<file path="src/rtl/mem_stream_reader.sv">
// mem_stream_reader: drains per-block memories in priority-encoder order into one stream.
// Revision 1.0
`default_nettype none

module mem_stream_reader #(
  parameter int NMEM   = 12,
  parameter int ADDR_W = 6,
  parameter int DATA_W = 36
) (
  input  logic                     clk,
  input  logic                     reset_n,
  input  logic                     start,
  input  logic [NMEM*(ADDR_W+1)-1:0] nent,
  output logic [NMEM-1:0]          has_dat,
  input  logic [3:0]               sel,
  input  logic                     none,
  output logic [NMEM-1:0]          rd_en,
  output logic [ADDR_W-1:0]        rd_addr,
  input  logic [NMEM*DATA_W-1:0]   rd_data,
  output logic [DATA_W-1:0]        out_data,
  output logic [3:0]               out_blk,
  output logic                     out_valid,
  output logic                     done,
  output logic                     err
);

  localparam int CW = ADDR_W + 1;
  localparam logic [CW-1:0]   MAXN   = {1'b1, {ADDR_W{1'b0}}};
  localparam logic [CW-1:0]   ONE    = {{ADDR_W{1'b0}}, 1'b1};
  localparam logic [NMEM-1:0] ONEHOT = {{(NMEM-1){1'b0}}, 1'b1};

  typedef enum logic [2:0] {
    S_IDLE   = 3'd0,
    S_SETTLE = 3'd1,
    S_DECIDE = 3'd2,
    S_READ   = 3'd3,
    S_DONE   = 3'd4
  } state_t;

  state_t          state;
  logic            settle;
  logic [3:0]      blk;
  logic [CW-1:0]   rem  [NMEM];
  logic [CW-1:0]   nsat [NMEM];
  logic            dec_ok;
  logic            dec_empty;
  logic [3:0]      dec_blk;
  logic            v1;
  logic [3:0]      blk1;
  logic            pipe_idle;

  always_comb begin
    for (int i = 0; i < NMEM; i++) begin
      nsat[i] = nent[i*CW +: CW];
      if (nsat[i] > MAXN) nsat[i] = MAXN;
    end
  end

  // Code 1010 is skipped by the encoder, so blocks 10/11 sit at 1011/1100.
  always_comb begin
    dec_ok  = 1'b1;
    dec_blk = sel;
    case (sel)
      4'd10:               dec_ok  = 1'b0;
      4'd11:               dec_blk = 4'd10;
      4'd12:               dec_blk = 4'd11;
      4'd13, 4'd14, 4'd15: dec_ok  = 1'b0;
      default:             ;
    endcase
    dec_empty = 1'b1;
    for (int i = 0; i < NMEM; i++)
      if (4'(i) == dec_blk) dec_empty = (rem[i] == '0);
  end

  assign pipe_idle = (rd_en == '0) && !v1;

  always_ff @(posedge clk) begin
    if (!reset_n) begin
      state   <= S_IDLE;
      settle  <= 1'b0;
      blk     <= '0;
      rd_en   <= '0;
      rd_addr <= '0;
      has_dat <= '0;
      done    <= 1'b0;
      err     <= 1'b0;
      for (int i = 0; i < NMEM; i++) rem[i] <= '0;
    end else begin
      done <= 1'b0;
      case (state)
        S_IDLE: begin
          if (start) begin
            for (int i = 0; i < NMEM; i++) begin
              rem[i]     <= nsat[i];
              has_dat[i] <= (nsat[i] != '0);
            end
            err    <= 1'b0;
            settle <= 1'b0;
            state  <= S_SETTLE;
          end
        end
        S_SETTLE: begin
          if (settle) state <= S_DECIDE;
          else        settle <= 1'b1;
        end
        S_DECIDE: begin
          if (none) begin
            if (pipe_idle) done <= 1'b1;
            state <= S_DONE;
          end else if (!dec_ok || dec_empty) begin
            err     <= 1'b1;
            has_dat <= '0;
            for (int i = 0; i < NMEM; i++) rem[i] <= '0;
            if (pipe_idle) done <= 1'b1;
            state <= S_DONE;
          end else begin
            blk     <= dec_blk;
            rd_addr <= '0;
            rd_en   <= ONEHOT << dec_blk;
            state   <= S_READ;
          end
        end
        S_READ: begin
          rem[blk] <= rem[blk] - ONE;
          rd_addr  <= rd_addr + 1'b1;
          if (rem[blk] <= ONE) begin
            has_dat[blk] <= 1'b0;
            rd_en        <= '0;
            settle       <= 1'b0;
            state        <= S_SETTLE;
          end
        end
        S_DONE: begin
          if (done)           state <= S_IDLE;
          else if (pipe_idle) done  <= 1'b1;
        end
        default: state <= S_IDLE;
      endcase
    end
  end

  // Return pipe runs independently so reads issued on the last READ cycle still land.
  always_ff @(posedge clk) begin
    if (!reset_n) begin
      v1        <= 1'b0;
      blk1      <= '0;
      out_valid <= 1'b0;
      out_data  <= '0;
      out_blk   <= '0;
    end else begin
      v1        <= (rd_en != '0);
      blk1      <= blk;
      out_valid <= v1;
      if (v1) begin
        out_data <= rd_data[blk1*DATA_W +: DATA_W];
        out_blk  <= blk1;
      end
    end
  end

endmodule

`default_nettype wire

</file>
<file path="config.mk">
export PLATFORM = sky130hd
export DESIGN_NAME = mem_stream_reader
export DESIGN_NICKNAME = d
export VERILOG_FILES = /design/src/rtl/mem_stream_reader.sv
export SDC_FILE = /design/constraint.sdc
export NUM_CORES = 1
export LEC_CHECK = 0
export CAP_MARGIN = 25
export CORE_AREA = 2 2 229 231
export CTS_BUF_LIST = sky130_fd_sc_hd__clkbuf_8 sky130_fd_sc_hd__clkbuf_16
export CTS_CLUSTER_DIAMETER = 80
export DETAILED_ROUTE_END_ITERATION = 6
export DIE_AREA = 0 0 231 233
export PLACE_DENSITY = 0.61
export SYNTH_ARGS = -nofsm -noshare
export SYNTH_HDL_FRONTEND = slang
export SYNTH_SLANG_ARGS = --single-unit
</file>
<file path="constraint.sdc">
create_clock -name clk -period 3.14 [get_ports clk]
set_clock_uncertainty 0.05 [all_clocks]
set_input_delay 0.471 -clock clk [delete_from_list [all_inputs] [get_ports clk]]
set_output_delay 0.471 -clock clk [all_outputs]
set_load 0.01 [all_outputs]
</file>
# Word level (Yosys, flattened, before mapping)
# Memory sizes are Yosys's and may differ from the RTL's. A register that Yosys moved wholly into a read port is not among the register bits.
# Cells that the tools add are included.
[word_totals]
wordCells = 234
reg_bits = 86
ramBits = 84
inputBits = 524
mem_count = 1
output_inout_bits = 73
[op_classes]
addsub = 2
magnitude_cmp = 15
n_reduce_logical = 45
shift = 2
bitwise = 28
mul = 1
n_eq_ne = 28
muxes = 99
[mem_list]
columns = ["memory", "words", "width", "rd", "rd_clocked_by_memory_dff", "wr", "line_no", "text"]
rows = [
  ["rem", 12, 7, 13, 1, 12, "43", "logic [CW-1:0] rem [NMEM];"],
]
[ops]
columns = ["op", "count"]
rows = [
  ["$shiftx 432x11->36", 1],
  ["$mux 7", 37],
  ["$gt 7x7->1 const B", 12],
  ["$logic_not 7->1", 12],
  ["$mux 12", 7],
  ["$reduce_bool 7->1", 12],
  ["$pmux 12 s3", 1],
  ["$mux 1", 35],
  ["$eq 4x4->1 const B", 6],
  ["$or 1x1->1", 24],
  ["$pmux 12 s2", 1],
  ["$mux 3", 6],
  ["$eq 3x4->1 const A", 4],
  ["$eq 4x4->1 const A", 4],
  ["$pmux 3 s5", 1],
  ["$ne 2x2->1 const B", 7],
  ["$and 12x12->12", 1],
  ["$logic_not 12->1", 1],
  ["$mux 4", 3],
  ["$mux 6", 2],
  ["$not 12->12", 1],
  ["$pmux 6 s2", 1],
  ["$reduce_and 4->1", 3],
  ["$reduce_bool 12->1", 1],
  ["28 further kinds", 37],
]

# Logic depth before layout (Yosys ltp)
[depth]
word_depth = 23
ltp_mapped = 12
depth_no_buf = 8

# Least setup slack after synthesis
# OpenSTA, ideal clock, no wires.
[synth_path]
path_type = "reg2reg"
start = "reg (tool-made name)"
end = "reg rd_en[4]"
path_buffers = 4
required_ns = 3.030
setup_time_ns = 0.060
period_less_slack_ns = 2.773
path_slack_ns = 0.367
stages_incl_launch_ff = 13
arrival_ns = 2.663
cell_sequence = "dfxtp_1 > buf_2 > clkbuf_1 > mux4_2 > a22oi_1 > nand2_1 > clkbuf_1 > ha_1 > a31o_2 > a31oi_1 > a21o_1 > buf_2 > a22o_1"
[synth_lines]
columns = ["element", "line_no", "text"]
rows = [
  ["to (signal assigned)", "119", "rd_en <= ONEHOT << dec_blk;"],
  ["to (decl)", "17", "output logic [NMEM-1:0] rd_en,"],
]

==> flow_metrics.py <==
metrics = {
    "run_status": {
        "outcome": "completed",
    },
    "detailed_routing": {
        "wl_met3_um": 6520,
        "drt-met1-wl_um": 25400,
        "wl_um": 70100,
        "routed.top_layer": "met5",
        "vias": 13200,
        "viasPerCell": 5.39,
        "drt-initial-drc-count": 1268,
        "wl_met2_um": 36200,
        "drc_errors": 0,
        "drt_first_pass_iters": 5,
        "ant_nets": 0,
        "wl_per_cell_um": 28.6,
    },
    "timing": {
        "fmax_ghz": 0.334,
        "whs_ns": 0.443,
        "maxSlewHeadroom": 0.442,
        "hold_viol": 0,
        "drv_slew": 0,
        "fin_crit_sh": 0.953,
        "tns_ns": 0,
        "finalSetupViolCount": 0,
        "min_period_ns": 2.99,
        "tightest_slew_ns": 0.838,
        "fin_ws_ns": 0.148,
        "rsz0062_at_grt": "yes",
    },
    "setup_path": {
        "cp_common_cell": "buf_12",
        "worstSetupPathType": "register to register",
        "cp-start-kind": "register",
        "timing.critical_path.slowest_cell_delay_ns": 0.50,
        "rrSetupSlack_ns": 0.15,
        "cp_max_fo": 23,
        "required_ns": 3.54,
        "crit_family": "compound AO/OA/AOI/OAI gates",
        "critPathCaptureType": "register",
        "critPathBufInv": 3,
        "worst_r2r_endpoint": "rd_en[11]",
        "slowest_stage": "mux4_2",
        "cp.arrival_ns": 3.39,
        "path_cells": "buf_12 -> buf_4 -> mux4_2 -> a22oi_1 -> nand2_2 -> nor4_4 -> a31oi_1 -> a21o_1 -> buf_12 -> a22o_1",
        "r2r_cells": 10,
    },
    "grt": {
        "antenna_found_initial": 31,
        "grt_pass1_wl_um": 95700,
        "grtUsageTotal": 0.250,
        "grt_pass1_vias": 13300,
        "grt_start_max_net_pins": 79,
        "grt_overflow": 0,
    },
    "placement": {
        "dpl.hpwl_um": 59100,
        "routabilityCongestion": 0.921,
        "place_area_um2": 19900,
        "portBuffers": 596,
        "pre_cts_ws_ns": -0.195,
    },
    "clocking": {
        "cts_buffers": 28,
        "cts_tree": "done",
        "cts-root-buf": "clkbuf_16",
        "numClockSinks": 202,
        "postCtsHoldBufs": 0,
        "cts_htree_levels": 1,
        "clk_latency_ns": 0.60,
        "clock_path_buffers": 3,
        "path_clk_slew_ns": 0.06,
    },
    "final_layout": {
        "drive_gt1_frac": 0.170,
        "mostFrequentLayoutCells": "596 x clkdlybuf4s50_1, 133 x nand2_1, 127 x mux4_2",
        "final_net_count": 2268,
        "layout.area.seq_um2": 5180,
        "fill_cells": 4899,
        "syn2layout_area_growth_pct": 66.1,
        "mostFrequentLayoutCell": "clkdlybuf4s50_1",
        "multiInputGateArea_um2": 7020,
        "fin_util": 0.409,
        "final_area_um2": 20900,
    },
    "min_path": {
        "holdPathStages": 1,
        "min_from": "has_dat[3]",
        "min_to": "has_dat[3]",
        "hp-class": "register to register",
    },
    "yosys": {
        "mappedNetlistNets": 1626,
        "synthFlopType": "edfxtp_1",
        "ys_ff_latch": 202,
        "syn_inst": 1099,
        "seq_area_frac_synth": 0.411,
        "syn_avg_cell_area_um2": 11.4,
        "yosys_warnings": 0,
        "synth-edff-count": 112,
        "syn_area_um2": 12600,
        "synth_cell_types": 62,
        "async_flop_share": 0,
    },
    "floorplan": {
        "dieArea_um2": 53800,
        "die_h_um": 233,
        "rows": 83,
        "die_w_um": 231,
        "fp.coreArea_um2": 51100,
        "initial_utilization": 0.246,
        "ioPinCount": 597,
    },
    "power": {
        "p_int_mw": 5.78,
        "power.density_nw_per_um2": 379,
        "power.share.sequential": 0.383,
        "power.leakage_nw": 7.02,
        "irDropWorstVdd_uv": 467,
        "swShare": 0.269,
        "p_clk_frac": 0.411,
        "power_switching_mw": 2.12,
        "combPwrFrac": 0.206,
    },
    "job": {
        "max_cap_viol_count": 0,
    },
}
layer usage:
layer / global-route usage / up-vias
li1: - / 5688
met1: 0.294 / 6552
met2: 0.451 / 826
met3: 0.0550 / 137
met4: 0.0825 / 4
met5: 0 / -
flip-flops by register name (all words and copies together) (netlist names), named ones only:
name,flops
rem,112
state,3
v1,1
has_dat,12
done,1
out_blk,4
blk,4
settle,1
out_data,36
rd_en,12
blk1,4
rd_addr,6
out_valid,1
err,1
through the flow:
| step | power [mW] | cells |
|---|---|---|
| after floorplan | 3.51 | 1099 |
| after global placement | 4.68 | 2390 |
| after detailed placement | 4.69 | 2391 |
| after CTS | 7.94 | 2443 |
| after global routing | 8.15 | 2447 |
| final | 7.91 | 2449 |
repair_timing:
action / 4_1_cts / 5_1_grt
setup buffers: 0 / 0
endpoints found under the setup margin: 0 / 61
resized for setup: 0 / 3
power groups by stage:
stage	clock (mW)	sequential [mW]	combinational (mW)
2_1_floorplan	0	3.04	0.466
3_3_place_gp	0	3.08	1.60
3_5_place_dp	0	3.08	1.61
4_1_cts	3.29	3.03	1.62
5_1_grt	3.41	3.04	1.71
6_report	3.25	3.03	1.63
synth_stat cells, drive strengths merged, types with 2 or more instances:
cell type / instances / share of area
and2b: 2 / 0.0012
and3: 3 / 0.0015
a21boi: 3 / 0.0018
nor3: 33 / 0.013
or2: 2 / 0.0010
buf: 34 / 0.015
a22oi: 12 / 0.0084
or3: 5 / 0.0025
dfxtp: 90 / 0.14
xnor2: 4 / 0.0034
nand4b: 2 / 0.0014
a22o: 35 / 0.024
nor4: 31 / 0.017
nor2b: 11 / 0.0055
nand2: 136 / 0.041
nand4: 7 / 0.0035
o21ai: 97 / 0.039
o22ai: 3 / 0.0015
a31o: 12 / 0.0084
o211ai: 39 / 0.023
nand2b: 4 / 0.0020
mux4: 136 / 0.25
ha: 3 / 0.0030
nor2: 91 / 0.027
o2bb2ai: 7 / 0.0049
and2: 8 / 0.0040
a211oi: 2 / 0.0012
nand3: 17 / 0.0068
and4: 2 / 0.0016
a31oi: 8 / 0.0040
a21oi: 25 / 0.010
mux2i: 42 / 0.033
nor4bb: 2 / 0.0016
nor4b: 2 / 0.0014
clkbuf: 50 / 0.015
inv: 12 / 0.0036
edfxtp: 112 / 0.27
a32o: 3 / 0.0024
cells by family (layout without fill, tap and decap cells):
logic type | count (synthesis) | count (layout) | share of synthesized area
other cells | 0 | 6 | 0
xor+xnor | 5 | 5 | 0.00408
simple gates | 361 | 361 | 0.134
mux | 179 | 179 | 0.281
flops | 202 | 202 | 0.411
compound gates | 253 | 253 | 0.134
fa+ha+maj | 3 | 3 | 0.00299
buf+inv | 96 | 760 | 0.0331
how the worst max path moves through the flow:
stage	endpoint	start	cells after the start	slack, ns
finish	rd_en[11]	register	10	0.15
global route	rd_en[11]	register	10	-0.009
CTS	rem[3][4]	register	9	0.13
detailed placement	rem[11][1]	sel[2]	10	-0.20
global placement	rem[11][1]	sel[1]	9	-0.11
floorplan	rd_en[4]	register	12	0.37
final cells by class:
type / count / share of cell area
diodes: 6 / 0.000719
inverters: 12 / 0.00216
clock inverters: 21 / 0.0102
flip-flops and latches: 202 / 0.248
multi-input cells: 801 / 0.336
clock buffers: 31 / 0.0355
repair buffers: 696 / 0.327
well taps: 680 / 0.0407
(Power assumes the default switching activity.)
